`config.mk`:
```
export PLATFORM = sky130hd
export DESIGN_NAME = serial_uart_tx
export DESIGN_NICKNAME = d
export VERILOG_FILES = /design/src/rtl/uart_pkg.sv /design/src/rtl/sync_fifo.sv /design/src/rtl/serial_uart_tx.sv
export SDC_FILE = /design/constraint.sdc
export NUM_CORES = 1
export LEC_CHECK = 0
export BUFFER_PORTS_ARGS = -buffer_cell sky130_fd_sc_hd__buf_2
export CAP_MARGIN = 20
export CORE_ASPECT_RATIO = 2
export CORE_UTILIZATION = 40
export DETAILED_ROUTE_END_ITERATION = 12
export MAX_ROUTING_LAYER = met4
export PLACE_DENSITY = 0.59
export SLEW_MARGIN = 40
export SYNTH_ARGS = -nofsm -noshare
export SYNTH_HDL_FRONTEND = slang
export SYNTH_SLANG_ARGS = --single-unit
```
`constraint.sdc`:
```
create_clock -name Clk -period 5.13 [get_ports Clk]
set_input_delay 0.2565 -clock Clk [delete_from_list [all_inputs] [get_ports Clk]]
set_output_delay 0.2565 -clock Clk [all_outputs]
set_load 0.02 [all_outputs]
```
`src/rtl/uart_pkg.sv`:
```
// Shared definitions for the UART transmit path.
//
// Contents:
//   UART_DATA_BITS        data bits per frame (8)
//   DEFAULT_CLKS_PER_BIT  bit period in clocks for 115200 baud at 50 MHz
//   tx_state_t            transmitter FSM states
//   even_parity()         even parity of one data byte
//
// Build option: UART_TX_PARITY_EN adds a PARITY state (8E1 framing).
package uart_pkg;

  localparam int UART_DATA_BITS       = 8;
  localparam int DEFAULT_CLKS_PER_BIT = 434;

`ifdef UART_TX_PARITY_EN
  typedef enum logic [2:0] {IDLE, START, DATA, PARITY, STOP} tx_state_t;
`else
  typedef enum logic [1:0] {IDLE, START, DATA, STOP} tx_state_t;
`endif

  function automatic logic even_parity(input logic [UART_DATA_BITS-1:0] d);
    return ^d;
  endfunction

endpackage

```
`src/rtl/sync_fifo.sv`:
```
// Synchronous show-ahead FIFO.
//
// Ports:
//   i_clk, i_rst   clock, asynchronous active-high reset
//   i_push         write i_wdata (ignored while full)
//   i_pop          advance the read pointer (ignored while empty)
//   i_wdata        write data
//   o_rdata        head entry, valid whenever !o_empty
//   o_full         no free entries
//   o_empty        no stored entries
//   o_count        registered number of stored entries (0..DEPTH)
//
// DEPTH must be a power of two so the pointers wrap naturally.
module sync_fifo #(
  parameter int WIDTH = 8,
  parameter int DEPTH = 16
) (
  input  logic                         i_clk,
  input  logic                         i_rst,
  input  logic                         i_push,
  input  logic                         i_pop,
  input  logic [WIDTH-1:0]             i_wdata,
  output logic [WIDTH-1:0]             o_rdata,
  output logic                         o_full,
  output logic                         o_empty,
  output logic [$clog2(DEPTH+1)-1:0]   o_count
);

  localparam int PTR_W = $clog2(DEPTH);
  localparam int CNT_W = $clog2(DEPTH + 1);

  logic [WIDTH-1:0] r_mem [DEPTH];
  logic [PTR_W-1:0] r_wptr;
  logic [PTR_W-1:0] r_rptr;
  logic [CNT_W-1:0] r_count;
  logic             w_do_push;
  logic             w_do_pop;

  assign o_full    = (r_count == CNT_W'(DEPTH));
  assign o_empty   = (r_count == '0);
  assign w_do_push = i_push && !o_full;
  assign w_do_pop  = i_pop && !o_empty;
  assign o_rdata   = r_mem[r_rptr];
  assign o_count   = r_count;

  always_ff @(posedge i_clk or posedge i_rst) begin
    if (i_rst) begin
      r_wptr  <= '0;
      r_rptr  <= '0;
      r_count <= '0;
    end else begin
      if (w_do_push) r_wptr <= r_wptr + PTR_W'(1);
      if (w_do_pop)  r_rptr <= r_rptr + PTR_W'(1);
      case ({w_do_push, w_do_pop})
        2'b10:   r_count <= r_count + CNT_W'(1);
        2'b01:   r_count <= r_count - CNT_W'(1);
        default: r_count <= r_count;
      endcase
    end
  end

  // Storage is data only; it carries no reset.
  always_ff @(posedge i_clk) begin
    if (w_do_push) r_mem[r_wptr] <= i_wdata;
  end

endmodule

```
`src/rtl/serial_uart_tx.sv`:
```
// UART transmitter: byte FIFO feeding an 8N1 (or 8E1) serializer, LSB first.
//
// Ports:
//   Clk           system clock
//   Reset         asynchronous active-high reset
//   tx_data       byte to enqueue
//   tx_valid      producer has a byte on tx_data
//   tx_ready      FIFO can accept a byte this cycle (!full)
//   overflow_clr  clears the sticky overflow flag
//   txd           serial line, idle high, registered
//   busy          a frame is in progress
//   fifo_count    bytes queued (excluding the one being shifted)
//   overflow      sticky: a byte was offered while full and dropped
//
// Build option: define UART_TX_PARITY_EN to insert an even parity bit
// between the data bits and the stop bit.
module serial_uart_tx
  import uart_pkg::*;
#(
  parameter int CLKS_PER_BIT = DEFAULT_CLKS_PER_BIT,
  parameter int FIFO_DEPTH   = 16
) (
  input  logic                              Clk,
  input  logic                              Reset,
  input  logic [7:0]                        tx_data,
  input  logic                              tx_valid,
  output logic                              tx_ready,
  input  logic                              overflow_clr,
  output logic                              txd,
  output logic                              busy,
  output logic [$clog2(FIFO_DEPTH+1)-1:0]   fifo_count,
  output logic                              overflow
);

  localparam int BAUD_W = $clog2(CLKS_PER_BIT);
  localparam int IDX_W  = $clog2(UART_DATA_BITS);
  localparam logic [BAUD_W-1:0] BAUD_LAST = BAUD_W'(CLKS_PER_BIT - 1);
  localparam logic [IDX_W-1:0]  IDX_LAST  = IDX_W'(UART_DATA_BITS - 1);

  logic                      w_full;
  logic                      w_empty;
  logic                      w_push;
  logic                      w_pop;
  logic [UART_DATA_BITS-1:0] w_head;

  tx_state_t                 r_state, w_state_nxt;
  logic [BAUD_W-1:0]         r_baud,  w_baud_nxt;
  logic [IDX_W-1:0]          r_idx,   w_idx_nxt;
  logic [UART_DATA_BITS-1:0] r_shift, w_shift_nxt;
  logic                      r_txd,   w_txd_nxt;
  logic                      r_busy;
  logic                      r_arm;
  logic                      r_overflow;
  logic                      w_bit_end;
`ifdef UART_TX_PARITY_EN
  logic                      r_parity, w_parity_nxt;
`endif

  assign w_push    = tx_valid && !w_full;
  assign w_bit_end = (r_baud == BAUD_LAST);

  sync_fifo #(
    .WIDTH (UART_DATA_BITS),
    .DEPTH (FIFO_DEPTH)
  ) u_fifo (
    .i_clk   (Clk),
    .i_rst   (Reset),
    .i_push  (w_push),
    .i_pop   (w_pop),
    .i_wdata (tx_data),
    .o_rdata (w_head),
    .o_full  (w_full),
    .o_empty (w_empty),
    .o_count (fifo_count)
  );

  // Next-state logic. From IDLE a pop waits for r_arm, a registered copy of
  // !empty, so the first start bit lands two edges after the accepting edge.
  // From STOP the next byte is taken directly, giving back-to-back frames.
  always_comb begin
    w_state_nxt = r_state;
    w_baud_nxt  = r_baud + BAUD_W'(1);
    w_idx_nxt   = r_idx;
    w_shift_nxt = r_shift;
    w_pop       = 1'b0;
    case (r_state)
      IDLE: begin
        w_baud_nxt = '0;
        if (r_arm && !w_empty) begin
          w_pop       = 1'b1;
          w_shift_nxt = w_head;
          w_state_nxt = START;
        end
      end
      START: begin
        if (w_bit_end) begin
          w_state_nxt = DATA;
          w_baud_nxt  = '0;
          w_idx_nxt   = '0;
        end
      end
      DATA: begin
        if (w_bit_end) begin
          w_baud_nxt = '0;
          if (r_idx == IDX_LAST) begin
`ifdef UART_TX_PARITY_EN
            w_state_nxt = PARITY;
`else
            w_state_nxt = STOP;
`endif
          end else begin
            w_shift_nxt = r_shift >> 1;
            w_idx_nxt   = r_idx + IDX_W'(1);
          end
        end
      end
`ifdef UART_TX_PARITY_EN
      PARITY: begin
        if (w_bit_end) begin
          w_state_nxt = STOP;
          w_baud_nxt  = '0;
        end
      end
`endif
      STOP: begin
        if (w_bit_end) begin
          w_baud_nxt = '0;
          if (!w_empty) begin
            w_pop       = 1'b1;
            w_shift_nxt = w_head;
            w_state_nxt = START;
          end else begin
            w_state_nxt = IDLE;
          end
        end
      end
      default: begin
        w_state_nxt = IDLE;
        w_baud_nxt  = '0;
      end
    endcase
  end

`ifdef UART_TX_PARITY_EN
  assign w_parity_nxt = w_pop ? even_parity(w_head) : r_parity;
`endif

  // Line level is decoded from the next state so txd can be a plain flop.
  always_comb begin
    w_txd_nxt = 1'b1;
    case (w_state_nxt)
      START:   w_txd_nxt = 1'b0;
      DATA:    w_txd_nxt = w_shift_nxt[0];
`ifdef UART_TX_PARITY_EN
      PARITY:  w_txd_nxt = w_parity_nxt;
`endif
      default: w_txd_nxt = 1'b1;
    endcase
  end

  always_ff @(posedge Clk or posedge Reset) begin
    if (Reset) begin
      r_state    <= IDLE;
      r_baud     <= '0;
      r_idx      <= '0;
      r_txd      <= 1'b1;
      r_busy     <= 1'b0;
      r_arm      <= 1'b0;
      r_overflow <= 1'b0;
    end else begin
      r_state <= w_state_nxt;
      r_baud  <= w_baud_nxt;
      r_idx   <= w_idx_nxt;
      r_txd   <= w_txd_nxt;
      r_busy  <= (w_state_nxt != IDLE);
      r_arm   <= !w_empty;
      // A drop in the same cycle as a clear keeps the flag set.
      if (tx_valid && w_full)  r_overflow <= 1'b1;
      else if (overflow_clr)   r_overflow <= 1'b0;
    end
  end

  always_ff @(posedge Clk) begin
    r_shift <= w_shift_nxt;
`ifdef UART_TX_PARITY_EN
    r_parity <= w_parity_nxt;
`endif
  end

  assign tx_ready = !w_full;
  assign txd      = r_txd;
  assign busy     = r_busy;
  assign overflow = r_overflow;

endmodule
```
=== After elaboration in Yosys (flattened, before gate mapping) ===
Memories as Yosys holds them, arrays and structs flattened.
Cells that the tools add are included.

* Register bits: 39
* Memories: 1
* Bits of input ports: 12
* RAM bits: 128
* Output and inout port bits: 9

* Add/subtract/negate cells: 6
* Mux-type cells: 29
* Reductions and logical operators: 17
* Equal/unequal tests: 16

{| class="wikitable"
|+ Memories
! name !! words !! bits a word !! read ports !! clocked after memory_dff !! write ports !! line !! source
|-
| u_fifo.r_mem || 16 || 8 || 1 || 0 || 1 || sync_fifo.sv:32 || <nowiki>logic [WIDTH-1:0] r_mem [DEPTH];</nowiki>
|}

{| class="wikitable"
|+ Operator list
! operator !! count
|-
| 8-bit two-way mux || 5
|-
| 8-bit case mux with 3 select lines || 1
|-
| 9-bit case mux with 2 select lines || 1
|-
| 2-bit != test, second input constant || 6
|-
| 2-bit two-way mux || 5
|-
| 5-bit case mux with 2 select lines || 1
|-
| 9-bit by 1-bit adder with 9-bit output, second input constant || 1
|-
| 9-bit == test, second input constant || 1
|-
| 3-bit two-way mux || 3
|-
| 9-bit two-way mux || 1
|-
| 4-bit by 1-bit adder with 4-bit output, second input constant || 2
|-
| 2-bit == test, second input constant || 4
|-
| 1-bit two-way mux || 8
|-
| 2-bit case mux with 4 select lines || 1
|-
| 2-bit nonzero test || 4
|-
| 2-bit by 1-bit == test with 1-bit output, second input constant || 3
|-
| 3-bit case mux with 2 select lines || 1
|-
| 6-bit AND reduction || 1
|-
| 5-bit by 1-bit adder with 5-bit output, second input constant || 1
|-
| 5-bit == test, second input constant || 1
|-
| 1-bit logical AND || 5
|-
| 5-bit zero test || 1
|-
| 5-bit by 1-bit subtractor with 5-bit output, second input constant || 1
|-
| 1-bit case mux with 2 select lines || 2
|-
| other kinds (7) || 8
|}

=== Depth between registers and ports, before layout ===
* Word-level depth: 8
* Mapped depth: 13
* Gate-level depth less buffers: 13

=== Hierarchy ===
A second synthesis with hierarchy kept.

* Cell total of the unflattened synthesis: 465
* Area, all modules: 7214.4 µm²

{| class="wikitable"
|+ By module, submodules not included
! module !! seq. area each (µm²) !! times used !! cells an instance !! area each (µm²)
|-
| sync_fifo || 4169.0 || 1 || 333 || 5796.8
|-
| serial_uart_tx || 681.9 || 1 || 132 || 1417.6
|}

=== Worst setup path after synthesis ===
No wires, ideal clock.

* Path type: register -> register
* Start point: reg u_fifo.r_count[1], in the netlist u_fifo.o_count[1]
* End point: reg u_fifo.r_count[4], in the netlist u_fifo.o_count[4]
* Cell stages (with the launch flop): 14
* Required time: 5051 ps
* Path buffers: 1
* Setup slack: 2240 ps
* Arrival: 2811 ps
* Cells stage by stage: dfrtp_1 -> nor4_1 -> nand2_1 -> and2_1 -> clkbuf_1 -> inv_1 -> ha_1 -> inv_1 -> fa_1 -> nor2b_1 -> o21ai_0 -> and3_1 -> nor3_1 -> xor2_1

* Elaborated cells on any way between the ends: 18
* Those cells by class: add/sub: 2; eq/ne: 3; mux: 5; reduce/logical: 8

{| class="wikitable"
|+ RTL lines
! what !! line !! source
|-
| from (decl) || sync_fifo.sv:35 || <nowiki>logic [CNT_W-1:0] r_count;</nowiki>
|-
| from (signal assigned) || sync_fifo.sv:55 || <nowiki>2'b10: r_count <= r_count + CNT_W'(1);</nowiki>
|-
| from (signal assigned) || sync_fifo.sv:56 || <nowiki>2'b01: r_count <= r_count - CNT_W'(1);</nowiki>
|-
| from (signal assigned) || sync_fifo.sv:57 || <nowiki>default: r_count <= r_count;</nowiki>
|-
| 5-bit == test (*) || sync_fifo.sv:39 || <nowiki>assign o_full = (r_count == CNT_W'(DEPTH));</nowiki>
|-
| 1-bit zero test (*) || n/a ||
|-
| named net tx_ready || serial_uart_tx.sv:27 || <nowiki>output logic tx_ready,</nowiki>
|-
| 1-bit logical AND || serial_uart_tx.sv:59 || <nowiki>assign w_push = tx_valid && !w_full;</nowiki>
|-
| 1-bit logical AND (*) || sync_fifo.sv:41 || <nowiki>assign w_do_push = i_push && !o_full;</nowiki>
|-
| 2-bit by 1-bit == test with 1-bit output / 2-bit == test (equally long branches) || sync_fifo.sv:54 || <nowiki>case ({w_do_push, w_do_pop})</nowiki>
|-
| 5-bit case mux with 2 select lines / 2-bit nonzero test (equally long branches) || n/a ||
|}

Mark *: on every way through the listed nets, which the timed path passes. The rest lies on a longest branch.
A chain may end at the register's enable or synchronous reset.

=== Worst setup path after layout ===
* Start point: reg r_baud[1]
* End point: reg u_fifo.r_count[4], in the netlist u_fifo.o_count[4]

* Cells in the longest elaborated chain, start to end: 6
* Elaborated cells on any way between the ends: 8
* Those cells by class: eq/ne: 3; mux: 3; reduce/logical: 2

{| class="wikitable"
|+ RTL lines
! what !! line !! source
|-
| from (decl) || serial_uart_tx.sv:47 || <nowiki>logic [BAUD_W-1:0] r_baud, w_baud_nxt;</nowiki>
|-
| from (signal assigned) || serial_uart_tx.sv:172 || <nowiki>r_baud <= w_baud_nxt;</nowiki>
|-
| 9-bit == test (*) || serial_uart_tx.sv:60 || <nowiki>assign w_bit_end = (r_baud == BAUD_LAST);</nowiki>
|-
| 1-bit two-way mux (*) || serial_uart_tx.sv:126 || <nowiki>if (w_bit_end) begin</nowiki>
|-
| 1-bit case mux with 2 select lines (*) || serial_uart_tx.sv:86 || <nowiki>case (r_state)</nowiki>
|-
| 1-bit logical AND (*) || sync_fifo.sv:42 || <nowiki>assign w_do_pop = i_pop && !o_empty;</nowiki>
|-
| named net u_fifo.w_do_pop || sync_fifo.sv:37 || <nowiki>logic w_do_pop;</nowiki>
|-
| 2-bit by 1-bit == test with 1-bit output / 2-bit == test (equally long branches) || sync_fifo.sv:54 ||
|-
| 5-bit case mux with 2 select lines / 2-bit nonzero test (equally long branches) || n/a ||
|}

Marked as above.

==> impl_metrics.env <==
export IMPL_via_per_inst=5.43
export IMPL_synth_flop_cell="edfxtp_1"
export IMPL_cp_end_kind="flip-flop"
export IMPL_rows=68
export IMPL_endpoint="u_fifo.o_count[4]"
export IMPL_whs_path_depth=2
export IMPL_ir_drop_v=0.000185
export IMPL_cts_resized=0
export IMPL_finalCritPeriodShare=0.647
export IMPL_cts_root_buf="clkbuf_16"
export IMPL_reg2reg_depth=13
export IMPL_wl_per_cell_um=20.7
export IMPL_cts_made_buffers=17
export IMPL_p_total_mw=3.35
export IMPL_fin_nets=470
export IMPL_layout_common_cells="135 x edfxtp_1, 33 x mux4_2, 28 x dfrtp_1, 24 x nand2_1, 21 x clkbuf_16"
export IMPL_finalCriticalPeriod_ns=3.32
export IMPL_antenna_left=0
export IMPL_synth_top_family_by_area="multiplexers"
export IMPL_drtIter0Drc=363
export IMPL_n_antenna_cell=0
export IMPL_grt_pass1_wl_mm=21.3
export IMPL_whs_ns=0.0326
export IMPL_fin_util=0.467
export IMPL_hp_class="input port to flip-flop"
export IMPL_critPathMaxFanout=5
export IMPL_hold_viol=0
export IMPL_final_layout_size_suffix_gt1_frac=0.253
export IMPL_num_vias=3588
export IMPL_synth_area_per_cell_um2=17.1
export IMPL_drv_cap=0
export IMPL_wl_mm=13.7
export IMPL_syn_area_um2=7080
export IMPL_rsz0062_at_grt="no"
export IMPL_grt_max_degree=36
export IMPL_p_leak_nw=2.83
export IMPL_insertion_delay_ns=0.41
export IMPL_yosysSeqAreaShare=0.685
export IMPL_cp_start_kind="flip-flop"
export IMPL_crit_start="r_baud[1]"
export IMPL_finalSetupViolations=0
export IMPL_synth_compound_area_frac=0.0383
export IMPL_synth_xor_area_frac=0.0210
export IMPL_crit_type="flip-flop to flip-flop"
export IMPL_io_pin_count=21
export IMPL_worstPathRequired_ns=5.47
export IMPL_antenna_found_initial=0
export IMPL_synthToLayoutAreaGrowth_pct=13.8
export IMPL_finalNonFillerCells=661
export IMPL_drc_errors=0
export IMPL_initial_core_util=0.410
export IMPL_clk_path_buf_depth=2
export IMPL_firstDrtPassIters=4
export IMPL_port_buffers=20
export IMPL_outcome="finished, final reports clean"
export IMPL_final_common_cell="edfxtp_1"
export IMPL_clkTransAtPathRegs_ns=0.07
export IMPL_reg2reg_to="u_fifo.o_count[4]"
export IMPL_grt_pass1_vias=3794
export IMPL_syn_nets=445
export IMPL_post_cts_buffers=0
export IMPL_synth_warnings=0
export IMPL_cts_tree="done"
export IMPL_setup_tns_ns=0
export IMPL_slew_viol_final=0
export IMPL_critical_path_arrival_ns=3.66
export IMPL_die_x_um=96.1
export IMPL_die_height_um=190
export IMPL_overflow=0
export IMPL_cts_htree_levels=4
export IMPL_slew_headroom=0.538
export IMPL_power_density_nw_per_um2=416
export IMPL_dpl_cell_count=628
export IMPL_netlist_instances=413
export IMPL_fmax_mhz=301
export IMPL_synthAdderAreaFrac=0.0364
export IMPL_synthMuxAreaShare=0.132
export IMPL_gp_congestion=0.800
export IMPL_grt_util_all_layers=0.172
export IMPL_die_area_um2=18300
export IMPL_post_dp_hpwl_mm=9.56
export IMPL_finalClockSkew_ns=0.00601
export IMPL_r2r_start="r_baud[1]"
export IMPL_ys_seq_elements=167
export IMPL_synthSimpleGateAreaFrac=0.0624
export IMPL_r2r_setup_slack_ns=1.81
export IMPL_worstMarginPinSlew_ns=0.692
export IMPL_cts_sink_count=167
export IMPL_netlist_cell_type_count=57
export IMPL_synthArstFlopShare=0.186
export IMPL_core_area_um2=17300
export IMPL_synth_edf_count=135
synth_stat cells, types with 2 or more instances:
| library cell | instances | share of area |
|---|---|---|
| edfxtp_1 | 135 | 0.57 |
| mux4_2 | 33 | 0.10 |
| dfrtp_1 | 30 | 0.11 |
| nand2_1 | 24 | 0.013 |
| nor2_1 | 23 | 0.012 |
| ha_1 | 19 | 0.034 |
| inv_1 | 18 | 0.0095 |
| nor3_1 | 10 | 0.0071 |
| o21ai_0 | 10 | 0.0071 |
| xor2_1 | 10 | 0.012 |
| a21oi_1 | 7 | 0.0049 |
| clkbuf_1 | 7 | 0.0037 |
| xnor2_1 | 7 | 0.0087 |
| mux4_1 | 6 | 0.022 |
| o21ai_1 | 6 | 0.0042 |
| nand2b_1 | 5 | 0.0044 |
| nand4_1 | 5 | 0.0044 |
| buf_6 | 4 | 0.0064 |
| a21o_1 | 3 | 0.0032 |
| and2_1 | 3 | 0.0027 |
| and3_1 | 3 | 0.0027 |
| buf_2 | 3 | 0.0021 |
| buf_1 | 2 | 0.0011 |
| clkinv_1 | 2 | 0.0011 |
| mux2i_1 | 2 | 0.0028 |
| nand3_1 | 2 | 0.0014 |
| nor2b_1 | 2 | 0.0018 |
| o211ai_1 | 2 | 0.0021 |
| o31ai_1 | 2 | 0.0021 |
where the power goes:
group	switching (mW)	leakage, nW	internal (mW)
sequential	0.0990	1.60	1.61
clock	0.527	0.298	0.740
combinational	0.247	0.932	0.134
how the worst min path moves through the flow:
stage | from | to
finish | overflow_clr | overflow
global route | overflow_clr | overflow
CTS | overflow_clr | overflow
detailed placement | Reset | overflow
global placement | Reset | overflow
floorplan | Reset | busy
through the flow:
step | area, um^2 | worst slack [ns]
2_1_floorplan | 7080 | 2.24
3_3_place_gp | 7380 | 1.95
3_5_place_dp | 7430 | 1.84
4_1_cts | 8050 | 1.79
5_1_grt | 8060 | 1.58
6_report | 8060 | 1.81
state kept, by name, summed over array words and instances, names as in the netlist:
| signal | cells |
|---|---|
| overflow | 1 |
| busy | 1 |
| u_fifo.r_rptr | 4 |
| r_idx | 3 |
| r_baud | 9 |
| r_state | 2 |
| u_fifo.o_count | 5 |
| r_arm | 1 |
| txd | 1 |
| u_fifo.r_mem | 128 |
| u_fifo.r_wptr | 4 |
| r_shift | 8 |
per-layer routing:
metal,vias up,part of all wire,GRT usage
met5,-,0,-
met4,0,0.027,0.0741
met3,19,0.018,0.0384
met2,57,0.60,0.315
met1,1865,0.35,0.166
li1,1647,-,-
layout make-up:
cell class / instances / area, um^2
fillers: 1495 / 9210
flip-flops and latches: 167 / 4860
multi-input cells: 208 / 2130
clock buffers: 21 / 526
well taps: 210 / 263
repair buffers: 23 / 125
clock inverters: 11 / 78.8
inverters: 21 / 78.8
worst max-delay path, stage by stage (launching register included):
cell	delay, ns
dfrtp_1	0.42
inv_1	0.07
ha_1	0.15
and4bb_2	0.29
a32oi_1	0.14
nor3_1	0.54
ha_1	0.34
inv_1	0.10
fa_1	0.40
nor2b_1	0.12
o21ai_0	0.11
and3_1	0.21
nor3_1	0.17
xor2_1	0.17
what timing repair did:
item / in CTS / in global routing
endpoints found under the hold margin: 30 / 0
endpoints found under the setup margin: 0 / 0
hold buffers: 1 / 0
cell families (layout without fill, tap and decap cells):
| logic type | count (synthesis) | in the layout |
|---|---|---|
| DFF | 167 | 167 |
| muxes | 42 | 42 |
| xor gates and xnor gates | 17 | 17 |
| adders and majority gates | 20 | 20 |
| AOI/OAI and AO/OA | 42 | 42 |
| buffers and inverters | 38 | 76 |
| and+or+nand+nor | 87 | 87 |
Note: power is estimated with default switching activity, not from simulation.
